### config.mk
export PLATFORM = sky130hd
export DESIGN_NAME = frame_draw_ctrl
export DESIGN_NICKNAME = d
export VERILOG_FILES = /design/src/rtl/frame_draw_ctrl.sv
export SDC_FILE = /design/constraint.sdc
export NUM_CORES = 1
export LEC_CHECK = 0
export BUFFER_PORTS_ARGS = -buffer_cell sky130_fd_sc_hd__buf_4
export CAP_MARGIN = 20
export CORE_MARGIN = 2
export CORE_UTILIZATION = 25
export DETAILED_ROUTE_END_ITERATION = 6
export GPL_TIMING_DRIVEN = 0
export HOLD_SLACK_MARGIN = 0.06
export PLACE_DENSITY_LB_ADDON = 0.08
export SYNTH_ARGS = -nofsm -noshare
export SYNTH_HDL_FRONTEND = slang
export SYNTH_SLANG_ARGS = --single-unit
### constraint.sdc
create_clock -name clock -period 4.83 [get_ports clock]
set_input_delay 0.966 -clock clock [delete_from_list [all_inputs] [get_ports clock]]
set_output_delay 0.966 -clock clock [all_outputs]
set_load 0.03 [all_outputs]
### src/rtl/frame_draw_ctrl.sv
// Per-frame drawing sequencer: runs the screen-clear engine, forwards its pixels to the
// VGA write port, then rasterises up to four black tiles (one per lane) and pulses frame_done.
module frame_draw_ctrl #(
    parameter int         AREA_X0    = 120,
    parameter int         LANE_W     = 20,
    parameter int         TILE_H     = 60,
    parameter int         MAX_Y      = 239,
    parameter logic [2:0] TILE_COLOR = 3'b000
) (
    input  logic        clock,
    input  logic        reset,
    input  logic        frame_go,
    input  logic [3:0]  lane_valid,
    input  logic [31:0] lane_y,
    output logic        clr_go,
    input  logic [8:0]  clr_x,
    input  logic [7:0]  clr_y,
    input  logic [2:0]  clr_color,
    input  logic        clr_vga_en,
    input  logic        clr_done,
    output logic [8:0]  x,
    output logic [7:0]  y,
    output logic [2:0]  color,
    output logic        plot,
    output logic        busy,
    output logic        frame_done
);

    typedef enum logic [2:0] {
        S_IDLE,
        S_CLEAR,
        S_SETUP,
        S_DRAW,
        S_DONE
    } state_t;

    state_t          r_state;
    logic            r_clr_go;
    logic [8:0]      r_x;
    logic [7:0]      r_y;
    logic [2:0]      r_color;
    logic            r_plot;
    logic            r_busy;
    logic            r_frame_done;

    logic [3:0]      r_snap_valid;
    logic [3:0][7:0] r_snap_y;
    logic [1:0]      r_lane;
    logic            r_seen_low;
    logic [8:0]      r_cx;
    logic [8:0]      r_cy;

    logic [7:0]      w_snap_y;
    logic [8:0]      w_x0;
    logic [8:0]      w_x1;
    logic [8:0]      w_ybot_raw;
    logic [8:0]      w_yb;
    logic            w_lane_live;

    // Tile geometry for the current lane; bottom row is computed in 9 bits so it cannot wrap.
    always_comb begin
        w_snap_y    = r_snap_y[r_lane];
        w_x0        = 9'(AREA_X0 + 1 + LANE_W * int'(r_lane));
        w_x1        = w_x0 + 9'(LANE_W - 3);
        w_ybot_raw  = {1'b0, w_snap_y} + 9'(TILE_H - 1);
        w_yb        = (w_ybot_raw > 9'(MAX_Y)) ? 9'(MAX_Y) : w_ybot_raw;
        w_lane_live = r_snap_valid[r_lane] && ({1'b0, w_snap_y} <= 9'(MAX_Y));
    end

    always_ff @(posedge clock) begin
        if (reset) begin
            // NOTE: snapshot, lane and cursor registers are left unreset; IDLE/SETUP always load them before use.
            r_state      <= S_IDLE;
            r_clr_go     <= 1'b0;
            r_x          <= '0;
            r_y          <= '0;
            r_color      <= '0;
            r_plot       <= 1'b0;
            r_busy       <= 1'b0;
            r_frame_done <= 1'b0;
        end else begin
            r_frame_done <= 1'b0;
            case (r_state)
                S_IDLE: begin
                    r_plot <= 1'b0;
                    if (frame_go) begin
                        r_snap_valid <= lane_valid;
                        r_snap_y     <= lane_y;
                        r_lane       <= 2'd0;
                        r_clr_go     <= 1'b1;
                        r_seen_low   <= 1'b0;
                        r_busy       <= 1'b1;
                        r_state      <= S_CLEAR;
                    end
                end

                S_CLEAR: begin
                    r_x     <= clr_x;
                    r_y     <= clr_y;
                    r_color <= clr_color;
                    r_plot  <= clr_vga_en;
                    // A done is only trusted once it has been seen low with go held high.
                    if (!r_clr_go) begin
                        r_clr_go <= 1'b1;
                    end else if (clr_done) begin
                        r_clr_go <= 1'b0;
                        if (r_seen_low) begin
                            r_state <= S_SETUP;
                        end
                    end else begin
                        r_seen_low <= 1'b1;
                    end
                end

                S_SETUP: begin
                    r_plot <= 1'b0;
                    if (w_lane_live) begin
                        r_cx    <= w_x0;
                        r_cy    <= {1'b0, w_snap_y};
                        r_state <= S_DRAW;
                    end else if (r_lane == 2'd3) begin
                        r_frame_done <= 1'b1;
                        r_state      <= S_DONE;
                    end else begin
                        r_lane <= r_lane + 2'd1;
                    end
                end

                S_DRAW: begin
                    r_plot  <= 1'b1;
                    r_color <= TILE_COLOR;
                    r_x     <= r_cx;
                    r_y     <= r_cy[7:0];
                    if (r_cx == w_x1) begin
                        if (r_cy == w_yb) begin
                            if (r_lane == 2'd3) begin
                                r_frame_done <= 1'b1;
                                r_state      <= S_DONE;
                            end else begin
                                r_lane  <= r_lane + 2'd1;
                                r_state <= S_SETUP;
                            end
                        end else begin
                            r_cx <= w_x0;
                            r_cy <= r_cy + 9'd1;
                        end
                    end else begin
                        r_cx <= r_cx + 9'd1;
                    end
                end

                S_DONE: begin
                    r_plot  <= 1'b0;
                    r_busy  <= 1'b0;
                    r_state <= S_IDLE;
                end

                default: r_state <= S_IDLE;
            endcase
        end
    end

    assign clr_go     = r_clr_go;
    assign x          = r_x;
    assign y          = r_y;
    assign color      = r_color;
    assign plot       = r_plot;
    assign busy       = r_busy;
    assign frame_done = r_frame_done;

endmodule
==> reports/qor.yml <==
clock_latency_ns: 0.35
ctsResizeCount: 0
fin_crit_ns: 4.22
critPathMaxStageDelay_ns: 0.47
cts_buffer_depth: 2
synth_nets: 465
clock-root-buffer: "clkbuf_16"
gr-total-overflow: 0
drt_first_pass_iters: 4
ys_warn_count: 0
synth-seq-cells: 84
hold_viol_final: 0
synth_most_common_cell: "edfxtp_1"
gp_congestion: 0.813
die_h_um: 137
post-route-period-util_pct: 87.3
die_x_um: 137
hpwl_um: 9090
num_antenna_cells: 0
critPathSlowestCell: "a221oi_4"
yosysTopAreaCellShare_pct: 38.5
via_count: 3358
finClkSkew_ns: 0.0108
cp_cell_sequence: "buf_2 > buf_2 > mux4_2 > inv_1 > ha_1 > nor2b_1 > a221oi_4 > a21boi_0 > a31o_1 > a221o_1 > a32o_1 > nand4_1 > and2_1"
drt_iter0_drc: 202
cp.required_ns: 4.82
htreeDepth: 3
nets: 559
drtAntennaViolNets: 0
grt_max_degree: 37
r2r_end: "r_cx[5]$_DFFE_PP_"
synthTopCellsByArea: "edfxtp_1, dfxtp_1, mux2i_1"
grt_first_pass_wirelength_um: 18900
timing.hold.ws_ns: 0.453
cpLargestDelayFamily: "compound AO/OA/AOI/OAI gates"
yosys.area.top_type: "edfxtp_1"
syn-cell-area_sq_um: 4450
area_growth_pct: 27.3
cts.clk_slew.worst_paths_ns: 0.06
async_reset_ff_share_pct: 0
slew_headroom_pct: 33.9
final_area_sq_um: 5660
yosysSeqAreaShare_pct: 50.6
drv_slew: 0
cp.arrival_ns: 4.20
hold_path_class: "reg2reg"
rsz0062_at_grt: "no"
critical_path.max_fanout: 10
power.total_mw: 2.83
viasPerCell: 4.67
r2r-start: "r_lane[1]$_SDFFCE_PN0P_"
syn_area_per_cell_sq_um: 11.3
grt_antenna_before_repair: 0
worst_pin_slew_ns: 0.982
path_buf_inv: 3
cts.sinks: 84
synth_cell_types: 62
wirelength_um: 12100
coreArea_sq_um: 17400
p_per_area_nw_per_um2: 499
p_leak_nw: 2.06
start_kind: "flip-flop"
cp.depth: 13
crit_end: "r_cx[5]$_DFFE_PP_"
cp_common_cell: "buf_2"
wl_per_cell_um: 16.9
initial_utilization_pct: 25.6
io_buffers: 83
fmax_mhz: 237
fillers: 1754
rrSetupSlack_ns: 0.61
cts_tree: "done"
placed_area_sq_um: 5350
cp-startpoint: "r_lane[1]$_SDFFCE_PN0P_"
synth-main-ff-cell: "edfxtp_1"
reg2reg_depth: 13
ir_worst_vdd_uv: 166
grt_pass1_vias: 3428
status: "completed"
synthTopCellsByCount: "edfxtp_1, nor2_1, dfxtp_1, mux2i_1, nand2_1"
track_usage_pct: 13.3
layout-drive-gt1-share_pct: 25.5
cts_buffers: 9
crit_type: "reg2reg"
post-route-drc-count: 0
tns_ns: 0
syn_inst: 395
boundaryPins: 85
ctsHoldBuffers: 0
setup_viol: 0
rows: 48
maxCapViolCount: 0
synth_edf_count: 57
postCtsSetupRepairBufs: 0
crit_path_end_kind: "flip-flop"
die_area_sq_um: 18900
[metrics by stage]
stage               worst slack, ns  std cells  util (%)
floorplan                      1.24        395         -
detailed placement            0.548        703      30.8
CTS                           0.531        719      32.6
finish                        0.614        719      32.6
global placement              0.549        703      30.8
global route                  0.329        719      32.6
[routing by layer]
layer  vias to the layer above  wire [um]  global-route usage, %
li1                       1671          -                      -
met1                      1603       6180                   19.6
met2                        75       5160                   19.2
met3                         9        633                   3.31
met4                         0        141                   4.12
met5                         -          0                      0
[worst reg2reg max path, stage by stage, from the launching register on]
cell      delay [ns]
edfxtp_1        0.38
buf_2           0.24
buf_2           0.33
mux4_2          0.44
inv_1           0.09
ha_1            0.22
nor2b_1         0.12
a221oi_4        0.47
a21boi_0        0.16
a31o_1          0.21
a221o_1         0.30
a32o_1          0.30
nand4_1         0.15
and2_1          0.45
[layout by cell type, fill, tap and decap left out, types with 3 or more instances in the layout]
| cell type | instances |
|---|---|
| ha_1 | 9 |
| buf_2 | 3 |
| nand3_1 | 12 |
| edfxtp_1 | 57 |
| o21a_1 | 3 |
| xor2_1 | 5 |
| o21ai_0 | 18 |
| nor2_1 | 39 |
| dfxtp_1 | 27 |
| mux2_2 | 4 |
| buf_4 | 83 |
| xnor2_1 | 18 |
| and3_1 | 5 |
| a31oi_1 | 6 |
| a211oi_1 | 17 |
| nor2b_1 | 7 |
| a21oi_1 | 12 |
| clkbuf_16 | 11 |
| nand2_1 | 23 |
| mux4_2 | 9 |
| nor3_1 | 9 |
| nand3b_1 | 3 |
| clkbuf_1 | 18 |
| buf_1 | 3 |
| inv_1 | 12 |
| mux2i_1 | 23 |
| nand4_1 | 4 |
[logic make-up (layout without fill, tap and decap cells)]
family                     Yosys count  in the layout  share of synthesized area, %
and+or+nand+nor                    121            121                          13.7
xor gates and xnor gates            23             23                          4.53
buffers and inverters               36            135                          3.46
muxes                               36             36                          10.7
AOI/OAI and AO/OA                   86             86                          14.4
DFF                                 84             84                          50.6
adders and majority gates            9              9                          2.53
[worst min-delay path by stage]
stage	start	to	cells past startpoint
2_1_floorplan	color[0]$_SDFFE_PP0P_	color[0]$_SDFFE_PP0P_	2
3_3_place_gp	color[0]$_SDFFE_PP0P_	color[0]$_SDFFE_PP0P_	2
3_5_place_dp	color[0]$_SDFFE_PP0P_	color[0]$_SDFFE_PP0P_	2
4_1_cts	color[0]$_SDFFE_PP0P_	color[0]$_SDFFE_PP0P_	2
5_1_grt	color[2]$_SDFFE_PP0P_	color[2]$_SDFFE_PP0P_	2
6_report	color[0]$_SDFFE_PP0P_	color[0]$_SDFFE_PP0P_	2
[report_power, final]
group	total [mW]	switching, mW	internal (mW)
sequential	0.990	0.0676	0.923
combinational	1.11	0.682	0.427
clock	0.725	0.299	0.427
[state kept, by name, indices dropped and copies added, names as in the netlist, 3 cells and up]
signal,flops
r_cy,9
r_state,3
r_cx,9
r_snap_valid,4
x,9
color,3
r_snap_y,32
y,8
[layout make-up]
cell class	count	area, sq um	area share [%]
timing repair buffer	83	623	11.0
sequential	84	2250	39.8
tap	225	282	4.97
buffer	24	109	1.92
inverter	12	45.0	0.795
clock inverter	2	13.8	0.243
multi-input combinational	275	2040	36.1
clock buffer	14	297	5.24
Power figures use the tool's default switching activity.
